## config.mk

```make
export PLATFORM = sky130hd
export DESIGN_NAME = grf
export DESIGN_NICKNAME = d
export VERILOG_FILES = /design/src/rtl/grf_pkg.sv /design/src/rtl/grf_read_port.sv /design/src/rtl/grf.sv
export SDC_FILE = /design/constraint.sdc
export NUM_CORES = 2
export LEC_CHECK = 0
export CORE_AREA = 2 2 397 399
export CTS_CLUSTER_SIZE = 25
export DETAILED_ROUTE_END_ITERATION = 6
export DIE_AREA = 0 0 399 401
export HOLD_SLACK_MARGIN = 0.08
export PLACE_DENSITY = 0.54
export SYNTH_ARGS = -nofsm -noshare
export SYNTH_HDL_FRONTEND = slang
export SYNTH_SLANG_ARGS = --single-unit
```

## constraint.sdc

```tcl
create_clock -name clk -period 2.3 [get_ports clk]
set_input_delay 0.46 -clock clk [delete_from_list [all_inputs] [get_ports clk]]
set_output_delay 0.46 -clock clk [all_outputs]
set_load 0.005 [all_outputs]
```

## src/rtl/grf_pkg.sv

```systemverilog
`default_nettype none
// ============================================================================
// Module      : grf_pkg
// Description : Shared widths, register-index type and constants for the GRF.
// Revision    : 1.0 - initial release
// ============================================================================
package grf_pkg;

    localparam int DATA_W    = 32;
    localparam int REG_IDX_W = 5;
    localparam int NUM_REGS  = 1 << REG_IDX_W;

    typedef logic [REG_IDX_W-1:0] reg_idx_t;
    typedef logic [DATA_W-1:0]    word_t;

    localparam reg_idx_t ZERO_REG = 5'd0;

endpackage
`default_nettype wire

```

## src/rtl/grf_read_port.sv

```systemverilog
`default_nettype none
// ============================================================================
// Module      : grf_read_port
// Description : One combinational GRF read mux with $0 masking and an
//               optional write-to-read forwarding path.
// Revision    : 1.0 - initial release
// ============================================================================
module grf_read_port
    import grf_pkg::*;
#(
    parameter int DATA_W   = grf_pkg::DATA_W,
    parameter int NUM_REGS = grf_pkg::NUM_REGS
) (
    input  logic [DATA_W-1:0] i_regs [NUM_REGS],
    input  reg_idx_t          i_addr,
    input  logic              i_byp_en,
    input  reg_idx_t          i_byp_addr,
    input  logic [DATA_W-1:0] i_byp_data,
    output logic [DATA_W-1:0] o_data
);

    // $0 masking takes precedence so a forwarded write can never surface there.
    always_comb begin
        o_data = i_regs[i_addr];
        if (i_addr == ZERO_REG) begin
            o_data = '0;
        end else if (i_byp_en && (i_addr == i_byp_addr)) begin
            o_data = i_byp_data;
        end
    end

endmodule
`default_nettype wire

```

## src/rtl/grf.sv

```systemverilog
`default_nettype none
// ============================================================================
// Module      : grf
// Description : 32 x 32-bit MIPS general register file, two async read ports,
//               one sync write port, $0 hard-wired to zero.
//               Optional macro GRF_BYPASS_EN enables write-to-read forwarding.
// Revision    : 1.0 - initial release
// ============================================================================
module grf
    import grf_pkg::*;
#(
    parameter int DATA_W   = grf_pkg::DATA_W,
    parameter int ADDR_W   = 32,
    parameter int NUM_REGS = grf_pkg::NUM_REGS
) (
    input  logic              clk,
    input  logic              reset,
    input  logic              writable,
    input  logic [ADDR_W-1:0] read1addr,
    input  logic [ADDR_W-1:0] read2addr,
    input  logic [ADDR_W-1:0] writeAddr,
    input  logic [DATA_W-1:0] writeData,
    output logic [DATA_W-1:0] read1data,
    output logic [DATA_W-1:0] read2data
);

    logic [DATA_W-1:0] r_regs [NUM_REGS];
    reg_idx_t          w_waddr;
    reg_idx_t          w_raddr1;
    reg_idx_t          w_raddr2;
    logic              w_we;
    logic              w_byp_en;

    // Upper address bits alias onto the low five; only [4:0] select a register.
    assign w_waddr  = writeAddr[REG_IDX_W-1:0];
    assign w_raddr1 = read1addr[REG_IDX_W-1:0];
    assign w_raddr2 = read2addr[REG_IDX_W-1:0];

    generate
        if (ADDR_W > REG_IDX_W) begin : g_upper_bits
            logic w_unused_addr;
            assign w_unused_addr = ^{read1addr[ADDR_W-1:REG_IDX_W],
                                     read2addr[ADDR_W-1:REG_IDX_W],
                                     writeAddr[ADDR_W-1:REG_IDX_W]};
        end
    endgenerate

    assign w_we = writable && (w_waddr != ZERO_REG);

`ifdef GRF_BYPASS_EN
    assign w_byp_en = reset && w_we;
`else
    assign w_byp_en = 1'b0;
`endif

    // Reset wins over a simultaneous write; $0 is never a write target.
    always_ff @(posedge clk) begin
        if (!reset) begin
            for (int i = 0; i < NUM_REGS; i++) begin
                r_regs[i] <= '0;
            end
        end else if (w_we) begin
            r_regs[w_waddr] <= writeData;
        end
    end

    grf_read_port #(
        .DATA_W   (DATA_W),
        .NUM_REGS (NUM_REGS)
    ) u_rd1 (
        .i_regs     (r_regs),
        .i_addr     (w_raddr1),
        .i_byp_en   (w_byp_en),
        .i_byp_addr (w_waddr),
        .i_byp_data (writeData),
        .o_data     (read1data)
    );

    grf_read_port #(
        .DATA_W   (DATA_W),
        .NUM_REGS (NUM_REGS)
    ) u_rd2 (
        .i_regs     (r_regs),
        .i_addr     (w_raddr2),
        .i_byp_en   (w_byp_en),
        .i_byp_addr (w_waddr),
        .i_byp_data (writeData),
        .o_data     (read2data)
    );

endmodule
`default_nettype wire

```

* After elaboration in Yosys (flattened, before gate mapping)
Index checks and enable logic that the tools add are counted.
** Operators by class
- $lt $le $gt $ge :: 4
- Multiplexer cells :: 11
- Bitwise gates (word level) :: 3
- Reduce and logical (&&, ||, !) cells :: 5
** Operators with widths (count)
- $bwmux 1024 :: 1
- $bmux 32 s5 :: 2
- $mux 32 :: 7
- $demux 32 s5 :: 1
- $ge 6x6->1 const B :: 3
- $not 5->6 :: 3
- $logic_not 5->1 :: 2
- $lt 6x1->1 const B :: 1
- $reduce_bool 5->1 :: 1
- $logic_and 1x1->1 :: 2
** Word-level totals
- Register bits :: 1024
- Input port bits :: 131

* Depth between registers and ports, before layout
- Word-level depth :: 6
- Gate-level depth with buffers :: 9
- Mapped depth without buffers :: 4

* Modules after synthesis
Synthesis repeated with hierarchy kept, for this count alone.
** Unflattened totals
- Cells, all modules :: 5140
- Area total of the unflattened synthesis :: 54222.0 µm²
** By module, submodules not included
- grf :: times used 1, cells each 3436, area an instance 36042.1 µm²
- grf_read_port :: times used 2, cells each 852, area an instance 9090.0 µm²

* Worst setup path after synthesis
Ideal clock, no wire load.
- Path type :: input-to-output
- Start :: input port read1addr[0]
- End :: output port read1data[15]
- Arrival time :: 1882 ps
- Setup slack :: -42 ps
- Stages on the path :: 7
- Path buffers :: 4
- Cell sequence :: buf_4 buf_12 buf_6 buf_6 mux4_2 a22oi_1 a31oi_1
** Between the ends
- Word-level cells in the longest chain between the ends :: 5
- Elaborated cells on any way between the ends :: 6
- Those cells by class :: mux (4); bitwise (1); reduce/logical (1)
** Ends and longest elaborated chain
- start: declaration :: line grf.sv:19 : input logic [ADDR_W-1:0] read1addr,
- $not 5->6 (implied by the code) :: line grf_read_port.sv:24 : o_data = i_regs[i_addr];
- $bmux 32 s5 :: line grf_read_port.sv:24
- $mux 32 (implied by the code) (2 in series) :: line grf_read_port.sv:24
- $mux 32 (*) :: line grf_read_port.sv:25 : if (i_addr == ZERO_REG) begin
- end: declaration :: line grf.sv:23 : output logic [DATA_W-1:0] read1data,
Every way passes the cells marked *; elsewhere a longest branch is shown, timed or not. The select of a mux whose other input is x is not followed.

* Worst setup path after layout
- Start :: register r_regs[914] (netlist name)
- End :: output port read1data[18]
** Between the ends
- Word-level cells in the longest chain between the ends :: 4
** Ends and longest elaborated chain
- start: declaration :: line grf.sv:27 : logic [DATA_W-1:0] r_regs [NUM_REGS];
- start signal: indexed assignment :: line grf.sv:63 : r_regs[w_waddr] <= writeData;
- $bmux 32 s5 :: line grf_read_port.sv:24
- $mux 32 (implied by the code) (2 in series) :: line grf_read_port.sv:24
- $mux 32 :: line grf_read_port.sv:25
No other way between the ends. The select of a mux whose other input is x is not followed.

==> run_results.csv <==
group,metric,value,unit
power_and_ir_drop,combPwrFrac,0.119,
worst_setup_path,reg2reg_slack,1.41,ns
hold_path,whs_path_depth,2,
logic_synthesis,netlist_instances,5833,
power_and_ir_drop,leakage,24.9,nW
final_layout,top_regs,"r_regs x1024",
worst_setup_path,crit_fanout,2,
global_routing,grt_usage,0.296,
power_and_ir_drop,power.switching,11.1,mW
logic_synthesis,yosysUniqueCellTypes,42,
die,ioPinCount,195,
route,firstDrtPassIters,6,
sta,maxSlewHeadroom,0.325,
power_and_ir_drop,intPower,31.3,mW
cts,htree_levels,3,
route,wl,243,mm
place,dpl.hpwl,159,mm
cts,worstSkewPairLatency,0.75,ns
run_status,outcome,"complete, but fails checks",
power_and_ir_drop,seqPwrFrac,0.423,
cts,cts_buffer_depth,3,
hold_path,hp-class,"in2reg",
power_and_ir_drop,p_sw_frac,0.262,
final_layout,final_area,71800,um2
sta,finalHoldViolCount,0,
final_layout,utilization,0.461,
logic_synthesis,netlist.area_leader.share,0.377,
logic_synthesis,synth_seq_cells,1024,
global_routing,grt_busiest_layer,"met2",
cts,cts-buffers-inserted,111,
logic_synthesis,synth_edf_count,0,
logic_synthesis,synth_area_per_cell,9.31,um2
cts,cts.clk_slew.worst_paths,0.06,ns
logic_synthesis,seq_area_frac_synth,0.377,
route,antenna_left,0,
route,drc,0,
logic_synthesis,synth_area_leader_cell,"dfxtp_1",
worst_setup_path,endpoint_kind,"primary output",
global_routing,antenna_found_initial,6,
cts,cts-root-buf,"clkbuf_16",
logic_synthesis,synth-async-reset-ratio,0,
cts,cts_hold_buf,0,
final_layout,top_register,"r_regs",
worst_setup_path,critPathKind,"reg2out",
die,die_height,401,um
global_routing,grt_max_degree,126,
global_routing,grt_pass1_wl,346,mm
run_status,violations,"setup timing",
sta,rsz0062_at_grt,"true",
final_layout,final_layout_size_suffix_gt1_frac,0.338,
sta,setup_viol,64,
final_layout,largest_reg_flops,1024,
final_layout,n_antenna_cell,0,
sta,period_share,1.27,
sta,report.final.slew_viol_count,0,
worst_setup_path,worstReg2RegEnd,"r_regs[584]",
worst_setup_path,required,1.84,ns
global_routing,grt_pass1_vias,48069,
logic_synthesis,synth_area,54300,um2
final_layout,nNetsFinal,6540,
logic_synthesis,synthFlopType,"dfxtp_1",
sta,final.setup.worst_slack,-0.621,ns
route,routed_via_density,5.85,
sta,fmax,0.342,GHz
global_routing,use_met3,0.0589,
place,place.gp.congestion,0.949,
power_and_ir_drop,p_per_area,591,nW/um2
worst_setup_path,arrival,2.46,ns
logic_synthesis,synth.net_count,5964,
hold_path,hold_path_end,"r_regs[46]",
die,die_area,160000,um2
hold_path,hold_start,"reset",
global_routing,gr-usage-met2,0.448,
worst_setup_path,start_kind,"register",
logic_synthesis,yosys_warnings,0,
job,cap_violations,0,
place,placed_area,65000,um2
route,vias,50073,
route,wl_per_cell,28.4,um
final_layout,num-fill-cells,14508,
global_routing,met1_usage,0.401,
die,die_w,399,um
sta,worst_clock_skew,0,ns
die,rows,145,
worst_setup_path,ff2ff_path_depth,5,
power_and_ir_drop,max-vdd-ir-drop,659,uV
power_and_ir_drop,clkPwrFrac,0.457,
worst_setup_path,worstReg2RegStart,"r_regs[584]",
die,core_area,156000,um2
route,drt-initial-drc-count,5873,
die,start_util,0.349,
cts,cts_tree,"built",
logic_synthesis,synth.area.top_cells,"dfxtp_1 38%, mux4_2 19%, nand2_1 14%",
place,portBuffers,113,
cts,cts_sinks,1024,
sta,finalCriticalPeriod,2.92,ns
final_layout,area_growth,32.2,%
global_routing,globalRoute.totalOverflow,0,
sta,worst_pin_slew,1.01,ns
==> through the flow <==
step / hold WS [ns] / setup TNS (ns) / setup slack (ns) / power [mW] / std cells
2_1_floorplan: 0.442 / -0.565 / -0.0185 / 20.5 / 5833
4_1_cts: 0.0884 / -33.49 / -0.641 / 42.4 / 8539
5_1_grt: 0.121 / -33.54 / -0.643 / 43.4 / 8560
3_5_place_dp: 0.458 / -119.16 / -1.40 / 22.9 / 8321
6_report: 0.109 / -32.16 / -0.621 / 42.4 / 8560
3_3_place_gp: 0.449 / -104.37 / -1.43 / 22.9 / 8321
==> worst max-delay path, cell delays in order (launching register included) <==
cell     delay, ns
dfxtp_2       0.32
mux4_2        0.49
mux2i_4       0.22
a221o_1       0.26
a31oi_1       0.08
buf_4         0.23
buf_6         0.12
==> power by group through the flow <==
stage	Clock [mW]	Sequential, mW	Combinational, mW
6_report	19.4	18.0	5.06
5_1_grt	20.2	18.0	5.18
4_1_cts	19.6	18.0	4.86
3_5_place_dp	0	18.3	4.54
3_3_place_gp	0	18.3	4.53
2_1_floorplan	0	18.3	2.22
==> synth_stat cells, drive strengths merged, types with 4 or more instances <==
library cell / count
o2111ai: 19
a221o: 32
buf: 242
dfxtp: 1024
nor2b: 39
a311oi: 32
a221oi: 45
mux2i: 192
mux4: 448
a22oi: 64
o21ai: 77
and4bb: 4
a21boi: 992
clkbuf: 380
or2: 4
mux2: 32
nor2: 27
a211oi: 32
nand2: 2048
a31oi: 32
and2: 42
==> cell usage in the layout, fill, tap and decap left out, drive strengths merged, types with 38 or more instances in the layout <==
cell and instances:
dfxtp 1024, o21ai 77, a22oi 64, nor2b 40, a221oi 45, mux4 448
nand2 2048, mux2i 192, clkbuf 169, buf 1039, and2 42, a21boi 992
clkdlybuf4s50 38
==> area by class of cell <==
cell class,count,area (um2),area share
Inverter,2,12.5,0.000174
Timing Repair Buffer,1084,11600,0.162
Sequential cell,1024,20700,0.289
Clock inverter,39,562,0.00783
Clock buffer,167,3310,0.0461
Tap cell,2058,2570,0.0359
Multi-Input combinational cell,4186,33000,0.460
==> cells by family (layout without fill, tap and decap cells) <==
| group | count (synthesis) | after routing | share of synthesized area |
|---|---|---|---|
| AND/OR/NAND/NOR | 2188 | 2189 | 0.158 |
| AO/OA/AOI/OAI | 1325 | 1325 | 0.183 |
| flip-flops | 1024 | 1024 | 0.377 |
| multiplexers | 672 | 672 | 0.228 |
| buffers and inverters | 624 | 1292 | 0.0543 |
==> what timing repair did <==
| item | CTS | global route |
|---|---|---|
| buffers inserted | 31 | 19 |
| gates cloned | 10 | 2 |
| pin swaps | 93 | 70 |
| setup endpoints to repair | 64 | 64 |
| gates resized for setup | 773 | 170 |
==> worst max-delay path by stage <==
| stage | start | to | cells past startpoint |
|---|---|---|---|
| finish | r_regs[914] | read1data[18] | 6 |
| global route | r_regs[657] | read2data[17] | 6 |
| CTS | r_regs[914] | read1data[18] | 6 |
| detailed placement | read2addr[2] | read2data[17] | 8 |
| global placement | read2addr[2] | read2data[17] | 8 |
| floorplan | read1addr[0] | read1data[15] | 7 |
==> layer usage <==
| layer | vias to the layer above | part of all wire |
|---|---|---|
| li1 | 21644 | - |
| met1 | 24983 | 0.41 |
| met2 | 2829 | 0.44 |
| met3 | 615 | 0.097 |
| met4 | 2 | 0.052 |
| met5 | - | 0.000054 |
Note: power is estimated with default switching activity, not from simulation.
